**src/rtl/hdmi_pkg.sv**
```systemverilog
// Shared constants, enums and aux-class helpers for the HDMI receive period tracker.
package hdmi_pkg;

    localparam logic [6:0] AUX_GUARD_B    = 7'h41;
    localparam logic [6:0] AUX_GUARD_A    = 7'h68;
    localparam logic [6:0] AUX_CTL_MASK   = 7'h70;
    localparam logic [6:0] AUX_CTL_VAL    = 7'h10;
    localparam logic [6:0] AUX_TERC4_MASK = 7'h20;

    localparam logic [1:0] PRE_CTL1     = 2'b01;
    localparam logic [1:0] PRE_VID_CTL2 = 2'b00;
    localparam logic [1:0] PRE_ISL_CTL2 = 2'b01;

    localparam int PKT_LEN = 32;

    typedef enum logic [2:0] {
        ST_CTL    = 3'd0,
        ST_VGUARD = 3'd1,
        ST_VIDEO  = 3'd2,
        ST_DLEAD  = 3'd3,
        ST_ISLAND = 3'd4,
        ST_DTRAIL = 3'd5
    } state_e;

    typedef enum logic [1:0] {
        PRE_NONE   = 2'd0,
        PRE_VIDEO  = 2'd1,
        PRE_ISLAND = 2'd2
    } pre_e;

    function automatic logic is_ctl(input logic [6:0] aux);
        return (aux & AUX_CTL_MASK) == AUX_CTL_VAL;
    endfunction

    function automatic logic is_terc4(input logic [6:0] aux);
        return (aux & AUX_TERC4_MASK) != 7'h00;
    endfunction

endpackage

```
**src/rtl/hdmi_preamble_detect.sv**
```systemverilog
// Classifies each character as video/island/no preamble and counts identical
// consecutive preamble characters, saturating at P_PREAMBLE.
module hdmi_preamble_detect
    import hdmi_pkg::*;
#(
    parameter int P_PREAMBLE = 8
) (
    input  logic       i_clk,
    input  logic       i_reset_n,
    input  logic [6:0] i_aux0,
    input  logic [6:0] i_aux1,
    input  logic [6:0] i_aux2,
    input  logic [1:0] i_ctl1,
    input  logic [1:0] i_ctl2,
    output logic       o_video_ready,
    output logic       o_island_ready
);

    localparam int              CW      = $clog2(P_PREAMBLE + 1);
    localparam logic [CW-1:0]   PRE_MAX = CW'(P_PREAMBLE);

    pre_e          type_q, type_d;
    logic [CW-1:0] cnt_q, cnt_d;
    logic          all_ctl_s;

    // Classify the current character and advance the run counter.
    always_comb begin
        type_d    = PRE_NONE;
        cnt_d     = cnt_q;
        all_ctl_s = is_ctl(i_aux0) && is_ctl(i_aux1) && is_ctl(i_aux2);
        if (all_ctl_s && (i_ctl1 == PRE_CTL1) && (i_ctl2 == PRE_VID_CTL2)) begin
            type_d = PRE_VIDEO;
        end else if (all_ctl_s && (i_ctl1 == PRE_CTL1) && (i_ctl2 == PRE_ISL_CTL2)) begin
            type_d = PRE_ISLAND;
        end else begin
            type_d = PRE_NONE;
        end
        if (type_d == PRE_NONE) begin
            cnt_d = {CW{1'b0}};
        end else if (type_d != type_q) begin
            cnt_d = CW'(1);
        end else if (cnt_q == PRE_MAX) begin
            cnt_d = cnt_q;
        end else begin
            cnt_d = cnt_q + CW'(1);
        end
    end

    // Preamble run state register.
    always_ff @(posedge i_clk or negedge i_reset_n) begin
        if (!i_reset_n) begin
            type_q <= PRE_NONE;
            cnt_q  <= {CW{1'b0}};
        end else begin
            type_q <= type_d;
            cnt_q  <= cnt_d;
        end
    end

    assign o_video_ready  = (type_q == PRE_VIDEO)  && (cnt_q == PRE_MAX);
    assign o_island_ready = (type_q == PRE_ISLAND) && (cnt_q == PRE_MAX);

endmodule

```
**src/rtl/hdmi_period_tracker.sv**
```systemverilog
// HDMI receive period sequencer: tracks control/video/data-island periods and
// emits registered pixel, sync and TERC4 nibble streams with error pulses.
module hdmi_period_tracker
    import hdmi_pkg::*;
#(
    parameter int P_PREAMBLE = 8,
    parameter int P_MAX_PKTS = 18
) (
    input  logic        i_clk,
    input  logic        i_reset_n,
    input  logic [6:0]  i_aux0,
    input  logic [6:0]  i_aux1,
    input  logic [6:0]  i_aux2,
    input  logic [1:0]  i_ctl0,
    input  logic [1:0]  i_ctl1,
    input  logic [1:0]  i_ctl2,
    input  logic [7:0]  i_pix0,
    input  logic [7:0]  i_pix1,
    input  logic [7:0]  i_pix2,
    output logic        o_de,
    output logic [23:0] o_pix,
    output logic        o_hsync,
    output logic        o_vsync,
    output logic        o_isl_valid,
    output logic [11:0] o_isl_data,
    output logic        o_pkt_start,
    output logic        o_err
);

    localparam int            CCW     = $clog2(PKT_LEN);
    localparam int            PW      = $clog2(P_MAX_PKTS + 1);
    localparam logic [PW-1:0] PKT_MAX = PW'(P_MAX_PKTS);

    state_e         state_q, state_d;
    logic [CCW-1:0] char_cnt_q, char_cnt_d;
    logic [PW-1:0]  pkt_cnt_q, pkt_cnt_d;
    logic           de_q, de_d, hsync_q, hsync_d, vsync_q, vsync_d;
    logic           isl_valid_q, isl_valid_d, pkt_start_q, pkt_start_d, err_q, err_d;
    logic [23:0]    pix_q, pix_d;
    logic [11:0]    isl_data_q, isl_data_d;
    logic           video_ready_s, island_ready_s;
    logic           all_ctl_s, all_terc4_s, vid_guard_s, isl_guard_s, trail_s, pkt_first_s;

    hdmi_preamble_detect #(.P_PREAMBLE(P_PREAMBLE)) u_pre (
        .i_clk          (i_clk),
        .i_reset_n      (i_reset_n),
        .i_aux0         (i_aux0),
        .i_aux1         (i_aux1),
        .i_aux2         (i_aux2),
        .i_ctl1         (i_ctl1),
        .i_ctl2         (i_ctl2),
        .o_video_ready  (video_ready_s),
        .o_island_ready (island_ready_s)
    );

    assign all_ctl_s   = is_ctl(i_aux0) && is_ctl(i_aux1) && is_ctl(i_aux2);
    assign all_terc4_s = is_terc4(i_aux0) && is_terc4(i_aux1) && is_terc4(i_aux2);
    assign vid_guard_s = (i_aux0 == AUX_GUARD_A) && (i_aux1 == AUX_GUARD_B) && (i_aux2 == AUX_GUARD_A);
    assign trail_s     = (i_aux1 == AUX_GUARD_B) && (i_aux2 == AUX_GUARD_B);
    assign isl_guard_s = trail_s && is_terc4(i_aux0);
    assign pkt_first_s = (char_cnt_q == {CCW{1'b0}});

    // Period state machine and next values of all registered outputs.
    always_comb begin
        state_d     = state_q;
        char_cnt_d  = char_cnt_q;
        pkt_cnt_d   = pkt_cnt_q;
        de_d        = 1'b0;
        pix_d       = pix_q;
        hsync_d     = hsync_q;
        vsync_d     = vsync_q;
        isl_valid_d = 1'b0;
        isl_data_d  = isl_data_q;
        pkt_start_d = 1'b0;
        err_d       = 1'b0;
        case (state_q)
            ST_CTL: begin
                if (vid_guard_s) begin
                    if (video_ready_s) begin
                        state_d = ST_VGUARD;
                    end else begin
                        err_d = 1'b1;
                    end
                end else if (isl_guard_s) begin
                    if (island_ready_s) begin
                        state_d = ST_DLEAD;
                        hsync_d = i_aux0[0];
                        vsync_d = i_aux0[1];
                    end else begin
                        err_d = 1'b1;
                    end
                end else if (all_ctl_s) begin
                    hsync_d = i_ctl0[0];
                    vsync_d = i_ctl0[1];
                end else begin
                    state_d = ST_CTL;
                end
            end
            ST_VGUARD: begin
                if (vid_guard_s) begin
                    state_d = ST_VIDEO;
                end else begin
                    state_d = ST_CTL;
                    err_d   = 1'b1;
                end
            end
            ST_VIDEO: begin
                if (all_ctl_s) begin
                    state_d = ST_CTL;
                    hsync_d = i_ctl0[0];
                    vsync_d = i_ctl0[1];
                end else begin
                    de_d  = 1'b1;
                    pix_d = {i_pix2, i_pix1, i_pix0};
                end
            end
            ST_DLEAD: begin
                if (isl_guard_s) begin
                    state_d    = ST_ISLAND;
                    char_cnt_d = {CCW{1'b0}};
                    pkt_cnt_d  = {PW{1'b0}};
                    hsync_d    = i_aux0[0];
                    vsync_d    = i_aux0[1];
                end else begin
                    state_d = ST_CTL;
                    err_d   = 1'b1;
                end
            end
            ST_ISLAND: begin
                // A guard at a packet boundary closes the island instead of opening a packet.
                if (pkt_first_s && trail_s) begin
                    state_d = ST_DTRAIL;
                    hsync_d = i_aux0[0];
                    vsync_d = i_aux0[1];
                end else if (!all_terc4_s || (pkt_first_s && (pkt_cnt_q == PKT_MAX))) begin
                    state_d = ST_CTL;
                    err_d   = 1'b1;
                end else begin
                    isl_valid_d = 1'b1;
                    isl_data_d  = {i_aux2[3:0], i_aux1[3:0], i_aux0[3:0]};
                    pkt_start_d = pkt_first_s;
                    char_cnt_d  = char_cnt_q + CCW'(1);
                    hsync_d     = i_aux0[0];
                    vsync_d     = i_aux0[1];
                    if (pkt_first_s) begin
                        pkt_cnt_d = pkt_cnt_q + PW'(1);
                    end else begin
                        pkt_cnt_d = pkt_cnt_q;
                    end
                end
            end
            ST_DTRAIL: begin
                state_d = ST_CTL;
                if (trail_s) begin
                    hsync_d = i_aux0[0];
                    vsync_d = i_aux0[1];
                end else begin
                    err_d = 1'b1;
                end
            end
            default: begin
                state_d = ST_CTL;
            end
        endcase
    end

    // State, counters and output registers.
    always_ff @(posedge i_clk or negedge i_reset_n) begin
        if (!i_reset_n) begin
            state_q     <= ST_CTL;
            char_cnt_q  <= {CCW{1'b0}};
            pkt_cnt_q   <= {PW{1'b0}};
            de_q        <= 1'b0;
            pix_q       <= 24'h000000;
            hsync_q     <= 1'b0;
            vsync_q     <= 1'b0;
            isl_valid_q <= 1'b0;
            isl_data_q  <= 12'h000;
            pkt_start_q <= 1'b0;
            err_q       <= 1'b0;
        end else begin
            state_q     <= state_d;
            char_cnt_q  <= char_cnt_d;
            pkt_cnt_q   <= pkt_cnt_d;
            de_q        <= de_d;
            pix_q       <= pix_d;
            hsync_q     <= hsync_d;
            vsync_q     <= vsync_d;
            isl_valid_q <= isl_valid_d;
            isl_data_q  <= isl_data_d;
            pkt_start_q <= pkt_start_d;
            err_q       <= err_d;
        end
    end

    assign o_de        = de_q;
    assign o_pix       = pix_q;
    assign o_hsync     = hsync_q;
    assign o_vsync     = vsync_q;
    assign o_isl_valid = isl_valid_q;
    assign o_isl_data  = isl_data_q;
    assign o_pkt_start = pkt_start_q;
    assign o_err       = err_q;

endmodule

```
**config.mk**
```make
export PLATFORM = sky130hd
export DESIGN_NAME = hdmi_period_tracker
export DESIGN_NICKNAME = d
export VERILOG_FILES = /design/src/rtl/hdmi_pkg.sv /design/src/rtl/hdmi_preamble_detect.sv /design/src/rtl/hdmi_period_tracker.sv
export SDC_FILE = /design/constraint.sdc
export NUM_CORES = 1
export LEC_CHECK = 0
export ABC_AREA = 1
export BUFFER_PORTS_ARGS = -buffer_cell sky130_fd_sc_hd__buf_2
export CAP_MARGIN = 10
export CORE_MARGIN = 3
export CORE_UTILIZATION = 50
export DETAILED_ROUTE_END_ITERATION = 10
export GPL_ROUTABILITY_DRIVEN = 0
export PLACE_DENSITY = 0.76
export SKIP_LAST_GASP = 1
export SYNTH_ARGS = -nofsm -noshare
export SYNTH_HDL_FRONTEND = slang
export SYNTH_SLANG_ARGS = --single-unit
```
**constraint.sdc**
```tcl
create_clock -name i_clk -period 1.7 [get_ports i_clk]
set_input_delay 0.34 -clock i_clk [delete_from_list [all_inputs] [get_ports i_clk]]
set_output_delay 0.34 -clock i_clk [all_outputs]
set_load 0.01 [all_outputs]
```
# Word level (Yosys, flattened, before mapping)
# Cells that the tools add are included.
[word_totals]
regBits = 61
in_bits = 53
output_inout_bits = 42
elab_cells = 141
[classes]
addsub = 3
n_eq_ne = 33
mux = 60
bitwise_logic = 3
n_reduce_logical = 29
[op_table]
columns = ["operator", "n"]
rows = [
  ["two-way mux 1 bit", 33],
  ["two-way mux 5 bit", 6],
  ["equality test 7 bit, second input constant", 4],
  ["two-way mux 3 bit", 9],
  ["case mux 5 bit (2 select lines)", 2],
  ["logical AND 1 bit", 15],
  ["case mux 1 bit (5 select lines)", 3],
  ["case mux 3 bit (5 select lines)", 1],
  ["!= test 2 bit, second input constant", 7],
  ["equality test 3 x 1 -> 1 bit, second input constant", 4],
  ["two-way mux 4 bit", 3],
  ["adder 5 x 1 -> 5 bit, second input constant", 2],
  ["AND reduction 5 bit", 2],
  ["!= test 3 bit, second input constant", 3],
  ["!= test 4 bit, second input constant", 2],
  ["equality test 2 x 1 -> 1 bit, second input constant", 3],
  ["equality test 3 x 2 -> 1 bit, second input constant", 2],
  ["equality test 3 bit, second input constant", 2],
  ["two-way mux 2 bit", 3],
  ["AND reduction 6 bit", 1],
  ["equality test 5 bit, second input constant", 1],
  ["zero test 5 bit", 1],
  ["nonzero test 5 bit", 1],
  ["adder 4 x 1 -> 4 bit, second input constant", 1],
  ["14 further kinds", 17],
]

# Longest topological paths before layout
# Gate-level depths: netlist of the first run.
[logic_depth]
ltp_word = 10
ltp_mapped = 12
ltp_nobuf = 12

# By module
# A second synthesis of the first run with hierarchy kept.
[unflattened]
cells_unflattened = 415
area_unflattened_um2 = 3238.1
[modules_own_cells]
columns = ["mod", "instances", "cells_each", "area_each_um2", "seq_area_each_um2"]
rows = [
  ["hdmi_period_tracker", 1, 352, 2756.4, 1376.3],
  ["hdmi_preamble_detect", 1, 63, 481.7, 150.1],
]

# Worst setup path after synthesis of the first run
# No wires, ideal clock.
[synth_timing]
path_kind = "reg2reg"
startpoint = "register char_cnt_q[0]"
endpoint = "register pkt_cnt_q[0]"
setup_ns = 0.123
t_arrival_ns = 1.399
required_ns = 1.577
setup_slack_ns = 0.177
path_stages_with_launch = 12
n_path_buf = 0
path_cell_list = "dfrtp_1 -> inv_1 -> ha_1 -> nand3_1 -> nor2_4 -> nand2_2 -> nand3_2 -> inv_2 -> nor2_4 -> clkinv_2 -> nand3_2 -> o21ai_1"
[synth_between]
elab_chain_cells = 5
elab_cells_between_ends = 8
cone_classes = "3 x eq/ne; 5 x reduce/logical"
[synth_lines]
columns = ["element", "line_no", "text"]
rows = [
  ["from (decl)", "hdmi_period_tracker.sv:35", "logic [CCW-1:0] char_cnt_q, char_cnt_d;"],
  ["from (signal assigned)", "hdmi_period_tracker.sv:171", "char_cnt_q <= {CCW{1'b0}};"],
  ["from (signal assigned)", "hdmi_period_tracker.sv:183", "char_cnt_q <= char_cnt_d;"],
  ["zero test 5 bit (*)", "hdmi_period_tracker.sv:61", "assign pkt_first_s = (char_cnt_q == {CCW{1'b0}});"],
  ["logical AND 1 bit", "hdmi_period_tracker.sv:135", "end else if (!all_terc4_s || (pkt_first_s && (pkt_cnt_q == PKT_MAX))) begin"],
  ["logical OR 1 bit", "hdmi_period_tracker.sv:135", ""],
  ["!= test 2 bit (no source line)", "--", ""],
  ["AND reduction 5 bit (no source line) (*)", "--", ""],
  ["to (signal assigned)", "hdmi_period_tracker.sv:172", "pkt_cnt_q <= {PW{1'b0}};"],
  ["to (signal assigned)", "hdmi_period_tracker.sv:184", "pkt_cnt_q <= pkt_cnt_d;"],
  ["to (decl)", "hdmi_period_tracker.sv:36", "logic [PW-1:0] pkt_cnt_q, pkt_cnt_d;"],
]
# Every way passes the cells marked *; elsewhere a longest branch is shown, timed or not.
# A chain may end at the register's enable or synchronous reset.

# Final worst setup path of the first run
[layout_timing]
startpoint = "register char_cnt_q[0]"
endpoint = "register char_cnt_q[4]"
[layout_between]
elab_chain_cells = 5
elab_cells_between_ends = 11
cone_classes = "1 x add/sub; 2 x eq/ne; 3 x mux; 5 x reduce/logical"
[layout_lines]
columns = ["element"]
rows = [
  ["parallel branches: the longest is 5 deep, another holds adder 5 x 1 -> 5 bit"],
]
# Parallel ways; which one is timed is not known. The select of a mux whose other input is x is not followed.

==> results of run 1 <==
==> power groups by stage <==
stage	registers [mW]	logic (mW)	clock network, mW
CTS	1.48	0.206	1.63
global placement	1.51	0.200	0
global route	1.48	0.229	1.69
floorplan	1.52	0.0555	0
finish	1.48	0.203	1.61
detailed placement	1.51	0.203	0
==> kinds of logic after synthesis <==
| group | count (synthesis) |
|---|---|
| and+or+nand+nor | 260 |
| DFF | 61 |
| buffers and inverters | 53 |
| AOI/OAI and AO/OA | 26 |
| adders and majority gates | 6 |
| xor gates and xnor gates | 5 |
==> cell type report <==
cell class | instances | share of cell area [%]
Sequential cell | 61 | 36.5
Multi-Input combinational cell | 297 | 36.4
Timing Repair Buffer | 109 | 14.7
Inverter | 46 | 4.25
Clock buffer | 9 | 2.96
Clock inverter | 7 | 2.93
Tap cell | 75 | 2.24
==> placed cells by master, fill, tap and decap left out, drive strengths merged <==
cell | Yosys | final
nand2 | 161 | 161
buf | 5 | 108
dfrtp | 61 | 61
inv | 45 | 47
nor2 | 41 | 41
nand3 | 32 | 32
o21ai | 15 | 15
nand4 | 11 | 11
clkbuf | 2 | 9
nor3 | 9 | 9
a21oi | 8 | 8
ha | 6 | 6
xor2 | 5 | 5
or2 | 3 | 3
bufinv | 0 | 3
nand3b | 2 | 2
clkinvlp | 0 | 2
and3b | 1 | 1
o31ai | 1 | 1
a31oi | 1 | 1
a21boi | 1 | 1
clkinv | 1 | 1
dlygate4sd3 | 0 | 1
==> per-layer routing <==
metal	wire [µm]	share of wire, %
met3	455	5.8
met2	3940	50
met5	0	0
met1	3300	42
met4	193	2.4
==> metrics by stage <==
stage / instance area [µm²] / instances / util (%)
floorplan: 3180 / 411 / -
global placement: 3800 / 582 / 62.7
detailed placement: 3800 / 582 / 62.7
CTS: 4080 / 601 / 67.3
global route: 4180 / 604 / 69.0
finish: 4180 / 604 / 69.0
==> state kept, by name, summed over array words and instances (netlist names) <==
name	count
o_pix	24
o_isl_data	12
char_cnt_q	5
pkt_cnt_q	5
u_pre.cnt_q	4
state_q	3
u_pre.type_q	2
o_de	1
o_err	1
o_hsync	1
o_isl_valid	1
o_pkt_start	1
o_vsync	1
==> worst min-delay path by stage <==
| stage | startpoint | endpoint | slack [ns] | depth (start not counted) |
|---|---|---|---|---|
| CTS | i_pix2[5] | o_pix[21] | 0.17 | 3 |
| global route | i_pix0[4] | o_pix[4] | 0.18 | 3 |
| floorplan | i_reset_n | char_cnt_q[0] | 0.04 | 0 |
| global placement | i_reset_n | o_pkt_start | 0.37 | 2 |
| finish | i_pix2[5] | o_pix[21] | 0.18 | 3 |
| detailed placement | i_reset_n | o_pkt_start | 0.37 | 2 |
==> synth_stat cells <==
cell	count
nand2_1	157
dfrtp_1	61
inv_1	40
nor2_1	30
nand3_1	28
nand4_1	11
a21oi_1	8
o21ai_0	8
nor2_4	7
o21ai_1	7
ha_1	6
nor3_1	6
inv_2	5
xor2_1	5
buf_2	4
nand2_2	4
nor2_2	4
nand3_2	3
nor3_2	3
or2_2	3
clkbuf_1	2
nand3b_1	2
a21boi_1	1
a31oi_1	1
and3b_1	1
buf_6	1
clkinv_2	1
nand3_4	1
o31ai_1	1
==> what timing repair did <==
action,CTS,global route
endpoints found under the hold margin,14,0
resized for setup,1,23
setup endpoints to repair,8,23
setup buffers,2,3
pin swaps,2,5
hold buffers,1,0
==> worst max-delay path, delay by kind of cell (launching register included) <==
kind	cells	cell delay [ns]
AND/OR/NAND/NOR	6	0.63
flip-flops	1	0.41
buffers and inverters	3	0.30
adder cells (fa/ha/maj)	1	0.14
AO/OA/AOI/OAI	1	0.05
==> results.toml, run 1 <==
[run]
drv_cap = 0

[global_routing]
top_usage_layer = "met2"
use_met3_pct = 6.63
gr-total-overflow = 0
grt_usage_pct = 23.1
grt_pass1_vias = 3097
gr-usage-met1_pct = 26.8
grt_use_met2_pct = 39.8
antenna_found_initial = 0
grt_first_pass_wirelength_um = 13500
grt_max_degree = 62

[critical_path]
worstSetupStartpointType = "flop"
critPathCapture = "char_cnt_q[4]"
critPathSlowestCell = "dfrtp_1"
r2r-end = "char_cnt_q[4]"
cp_data_arrival_time_ns = 1.88
crit_required_ns = 1.97
rrSetupSlack_ns = 0.09
cp_cell_sequence = "inv_2, ha_4, nand3_4, nor2_4, nand2_2, nand3_4, inv_4, nor2_4, buf_6, nand2_2, o31ai_2"
cp-startpoint = "char_cnt_q[0]"
cp-end-kind = "flop"
worstSetupPathType = "flop to flop"
r2r_start = "char_cnt_q[0]"
r2r_cells = 11
slowest_delay_ns = 0.41
crit_fanout = 5

[floorplanning]
dieArea_mm2 = 0.00736
die_h_um = 85.8
ios = 95
fp.coreArea_mm2 = 0.00606
initial_utilization_pct = 52.5
die-width_um = 85.8
std_cell_rows = 28

[final_layout]
fillers = 491
drive_above_1_share_pct = 32.1
multiInputGateArea_mm2 = 0.00152
diodes = 0
nNetsFinal = 583
seq_area_mm2 = 0.00153
area_delta_synth_final_pct = 31.4

[cts]
clk_path_buf_depth = 2
cts_tree = "done"
clk_latency_ns = 0.35
cts.sinks = 61
cts.clk_slew.worst_paths_ns = 0.08
clock-root-buffer = "clkbuf_8"
numCtsBuffers = 9
htree_levels = 3

[sta]
rsz0062_at_grt = "true"
hold_viol = 0
finalWorstSetupSlack_ns = 0.0901
worstMarginPinSlew_ns = 0.388
fin_crit_ns = 1.61
fmax_mhz = 621
tns_ns = 0
finClkSkew_ns = 0.00737
setup_viol = 0
drv_slew = 0
min_period_over_period_pct = 94.7
holdWs_ns = 0.181
slew-limit-headroom_pct = 74.1

[drt]
drc = 0
firstDrtPassIters = 5
wirelength_um = 7900
wl_per_cell_um = 13.1
drtIter0Drc = 190
ant_nets = 0
viasPerCell = 5.06
vias = 3057

[status]
status = "finished clean"

[synth]
synth_top_family_by_area = "simple AND/OR/NAND/NOR gates"
ys_ff_latch = 61
synth.largest_area_cell = "dfrtp_1"
avgSynthCellArea_um2 = 7.75
ys_seq_area_share_pct = 47.9
syn_inst = 411
synth-compound-area-share_pct = 4.28
mappedNetlistArea_mm2 = 0.00318
ys_types = 29
yosys.area.top_type_share_pct = 47.9
synthAdderAreaFrac_pct = 2.36
netlist_top_cells_area = "dfrtp_1 48%, nand2_1 19%, inv_1 4.7%"
synthMuxAreaShare_pct = 0
synthXorXnorAreaFrac_pct = 1.38
yosys.area_share.simple_pct = 37.4
yosys_warnings = 0
synth_nets = 470

[pwr]
power_leakage_nw = 2.38
peakVddDrop_uv = 602
combinationalPowerShare_pct = 6.2
total_power_mw = 3.29
switchingPower_uw = 756
p_int_mw = 2.53
clockPowerShare_pct = 48.9
swShare_pct = 23.0
powerDensity_mw_per_mm2 = 787
p_seq_share_pct = 45.0

[place]
dp_hpwl_um = 5730
dp_slack_ns = -0.00450
portBuffers = 94

[hold_path]
hold_class = "input pin to flop"
No activity file was read; power rests on OpenSTA's default activity.
==> run 2: changes to the inputs <==
--- a/config.mk
+++ b/config.mk
@@ -5,14 +5,13 @@
 export SDC_FILE = /design/constraint.sdc
 export NUM_CORES = 1
 export LEC_CHECK = 0
-export ABC_AREA = 1
 export BUFFER_PORTS_ARGS = -buffer_cell sky130_fd_sc_hd__buf_2
 export CAP_MARGIN = 10
 export CORE_MARGIN = 3
 export CORE_UTILIZATION = 50
 export DETAILED_ROUTE_END_ITERATION = 10
 export GPL_ROUTABILITY_DRIVEN = 0
-export PLACE_DENSITY = 0.76
+export PLACE_DENSITY = 0.77
 export SKIP_LAST_GASP = 1
 export SYNTH_ARGS = -nofsm -noshare
 export SYNTH_HDL_FRONTEND = slang
==> run 2 against run 1 <==
Effect of this change:
- the run now ends with negative hold slack, negative setup slack left
- combinational power rose by 27%
- first-iteration DRC count fell by 39%
- critical path depth fell by 4
- synthesized cell count fell by 41%
- global-route usage rose by 2.6 points
- area after synthesis fell by 8.8%
==> results.toml, run 2 <==
[drt]
drtIter0Drc = 116
firstDrtPassIters = 5
vias = 2597
drc = 0
wl_per_cell_um = 17.7
viasPerCell = 5.43
wirelength_um = 8480
ant_nets = 0

[floorplanning]
ios = 95
fp.coreArea_mm2 = 0.00557
die-width_um = 82.2
die_h_um = 82.2
initial_utilization_pct = 52.1
std_cell_rows = 27
dieArea_mm2 = 0.00676

[sta]
worstMarginPinSlew_ns = 0.531
fmax_mhz = 488
slew-limit-headroom_pct = 64.2
rsz0062_at_grt = "true"
holdWs_ns = -0.0157
setup_viol = 27
fin_crit_ns = 2.05
finClkSkew_ns = 0.0121
drv_slew = 0
min_period_over_period_pct = 121
hold_viol = 21
finalWorstSetupSlack_ns = -0.349

[critical_path]
crit_fanout = 3
cp-end-kind = "flop"
cp_data_arrival_time_ns = 2.28
rrSetupSlack_ns = -0.35
worstSetupStartpointType = "flop"
crit_required_ns = 1.93
worstSetupPathType = "flop to flop"

[pwr]
total_power_mw = 3.20
power_leakage_nw = 2.30
peakVddDrop_uv = 611
powerDensity_mw_per_mm2 = 720

[synth]
avgSynthCellArea_um2 = 12.0
synth-edff-count = 0
yosys_warnings = 0
ys_ff_latch = 61
synth.most_common_cell = "dfrtp_1"
async_flop_share_pct = 100
ys_types = 46
ys_seq_area_share_pct = 52.6
synth_commonest_cells = "61 x dfrtp_1, 37 x mux2_2, 22 x nor2_1"
syn_inst = 241
ys.flop_type = "dfrtp_1"
yosys.area.top_type_share_pct = 52.6
synth_nets = 300
synth.largest_area_cell = "dfrtp_1"
netlist_top_cells_area = "dfrtp_1 53%, mux2_2 14%, nor2_1 2.8%"
mappedNetlistArea_mm2 = 0.00290

[hold_path]
hold_class = "input pin to asynchronous set/reset pin"

[global_routing]
antenna_found_initial = 0
grt_first_pass_wirelength_um = 12700
gr-total-overflow = 0
grt_pass1_vias = 2619
grt_max_degree = 62
grt_usage_pct = 25.7

[final_layout]
largest_reg_flops = 24
layout_common_cells = "94 x buf_2, 61 x dfrtp_1, 51 x buf_4"
final_common_cell = "buf_2"
final_core_util_pct = 79.6
drive_above_1_share_pct = 59.1
area_delta_synth_final_pct = 52.8
nNetsFinal = 460
diodes = 0

[cts]
clk_path_buf_depth = 2
clk_latency_ns = 0.35
htree_levels = 3
numCtsBuffers = 9
cts_hold_buf = 0
clock-root-buffer = "clkbuf_8"
cts.sinks = 61
cts_tree = "done"
cts.clk_slew.worst_paths_ns = 0.07

[run]
drv_cap = 0

[status]
violations = "negative hold slack, negative setup slack"
status = "finished with violations"

[place]
dp_hpwl_um = 5090
portBuffers = 94
## run 2: routing by layer
layer,global-route usage [%],vias up,part of all wire (%)
li1,-,1185,-
met1,29.0,1269,38
met2,45.1,109,53
met3,5.31,34,5.7
met4,14.1,0,3.8
met5,0,-,0
## run 2: repair_timing
| item | in CTS | in global routing |
|---|---|---|
| buffers inserted | 8 | 1 |
| resized for setup | 24 | 15 |
| cloned | 3 | 0 |
| endpoints found under the setup margin | 28 | 30 |
| pin swaps | 16 | 7 |
## run 2: cell type report
| type | count | area, µm² |
|---|---|---|
| Clock buffer | 9 | 124 |
| Clock inverter | 7 | 97.6 |
| Fill cell | 308 | 1140 |
| Timing Repair Buffer | 156 | 1050 |
| Sequential cell | 61 | 1530 |
| Tap cell | 72 | 90.1 |
| Multi-Input combinational cell | 162 | 1500 |
| Inverter | 11 | 45.0 |
## run 2: kinds of logic (layout without fill, tap and decap cells)
group                      after synthesis  count (layout)  synth area share, %
and+or+nand+nor                         78              78                 17.5
DFF                                     61              61                 52.6
muxes                                   37              37                 14.3
AOI/OAI and AO/OA                       32              32                 7.37
buffers and inverters                   18             183                 2.89
xor gates and xnor gates                 9               9                 2.71
adders and majority gates                6               6                 2.59
## run 2: path summary, 6_finish.rpt
check | startpoint | end | depth (start not counted)
max | char_cnt_q[1] | o_vsync | 7
min | i_reset_n | o_pix[4] | 2
max reg2reg | char_cnt_q[1] | o_vsync | 7
min reg2reg | o_pix[3] | o_pix[3] | 1
max in group asynchronous | i_reset_n | o_isl_data[9] | 2
min in group i_clk | i_ctl2[0] | u_pre.type_q[0] | 2
## run 2: through the flow
step / hold slack (ns) / setup TNS (ns) / instances / setup slack, ns / instance area (µm²)
after floorplan: 0.0444 / -1.48 / 241 / -0.223 / 3020
after global placement: 0.371 / -7.66 / 450 / -0.314 / 3930
after detailed placement: 0.376 / -8.17 / 450 / -0.356 / 3930
after CTS: 0.00749 / -4.32 / 477 / -0.281 / 4370
after global routing: 0.00965 / -6.85 / 478 / -0.406 / 4440
final: -0.0157 / -5.07 / 478 / -0.349 / 4440
## run 2: report_power, final
part | internal [mW] | total [mW] | switching, mW
combinational | 0.131 | 0.257 | 0.126
sequential | 1.48 | 1.49 | 0.0154
clock | 0.829 | 1.44 | 0.616
## run 2: critical path: stages, from the launching register on
cell,delay [ns]
dfrtp_1,0.38
inv_1,0.06
ha_2,0.18
or4b_4,0.48
a21oi_4,0.18
o22ai_4,0.10
or2_1,0.26
o32a_1,0.29
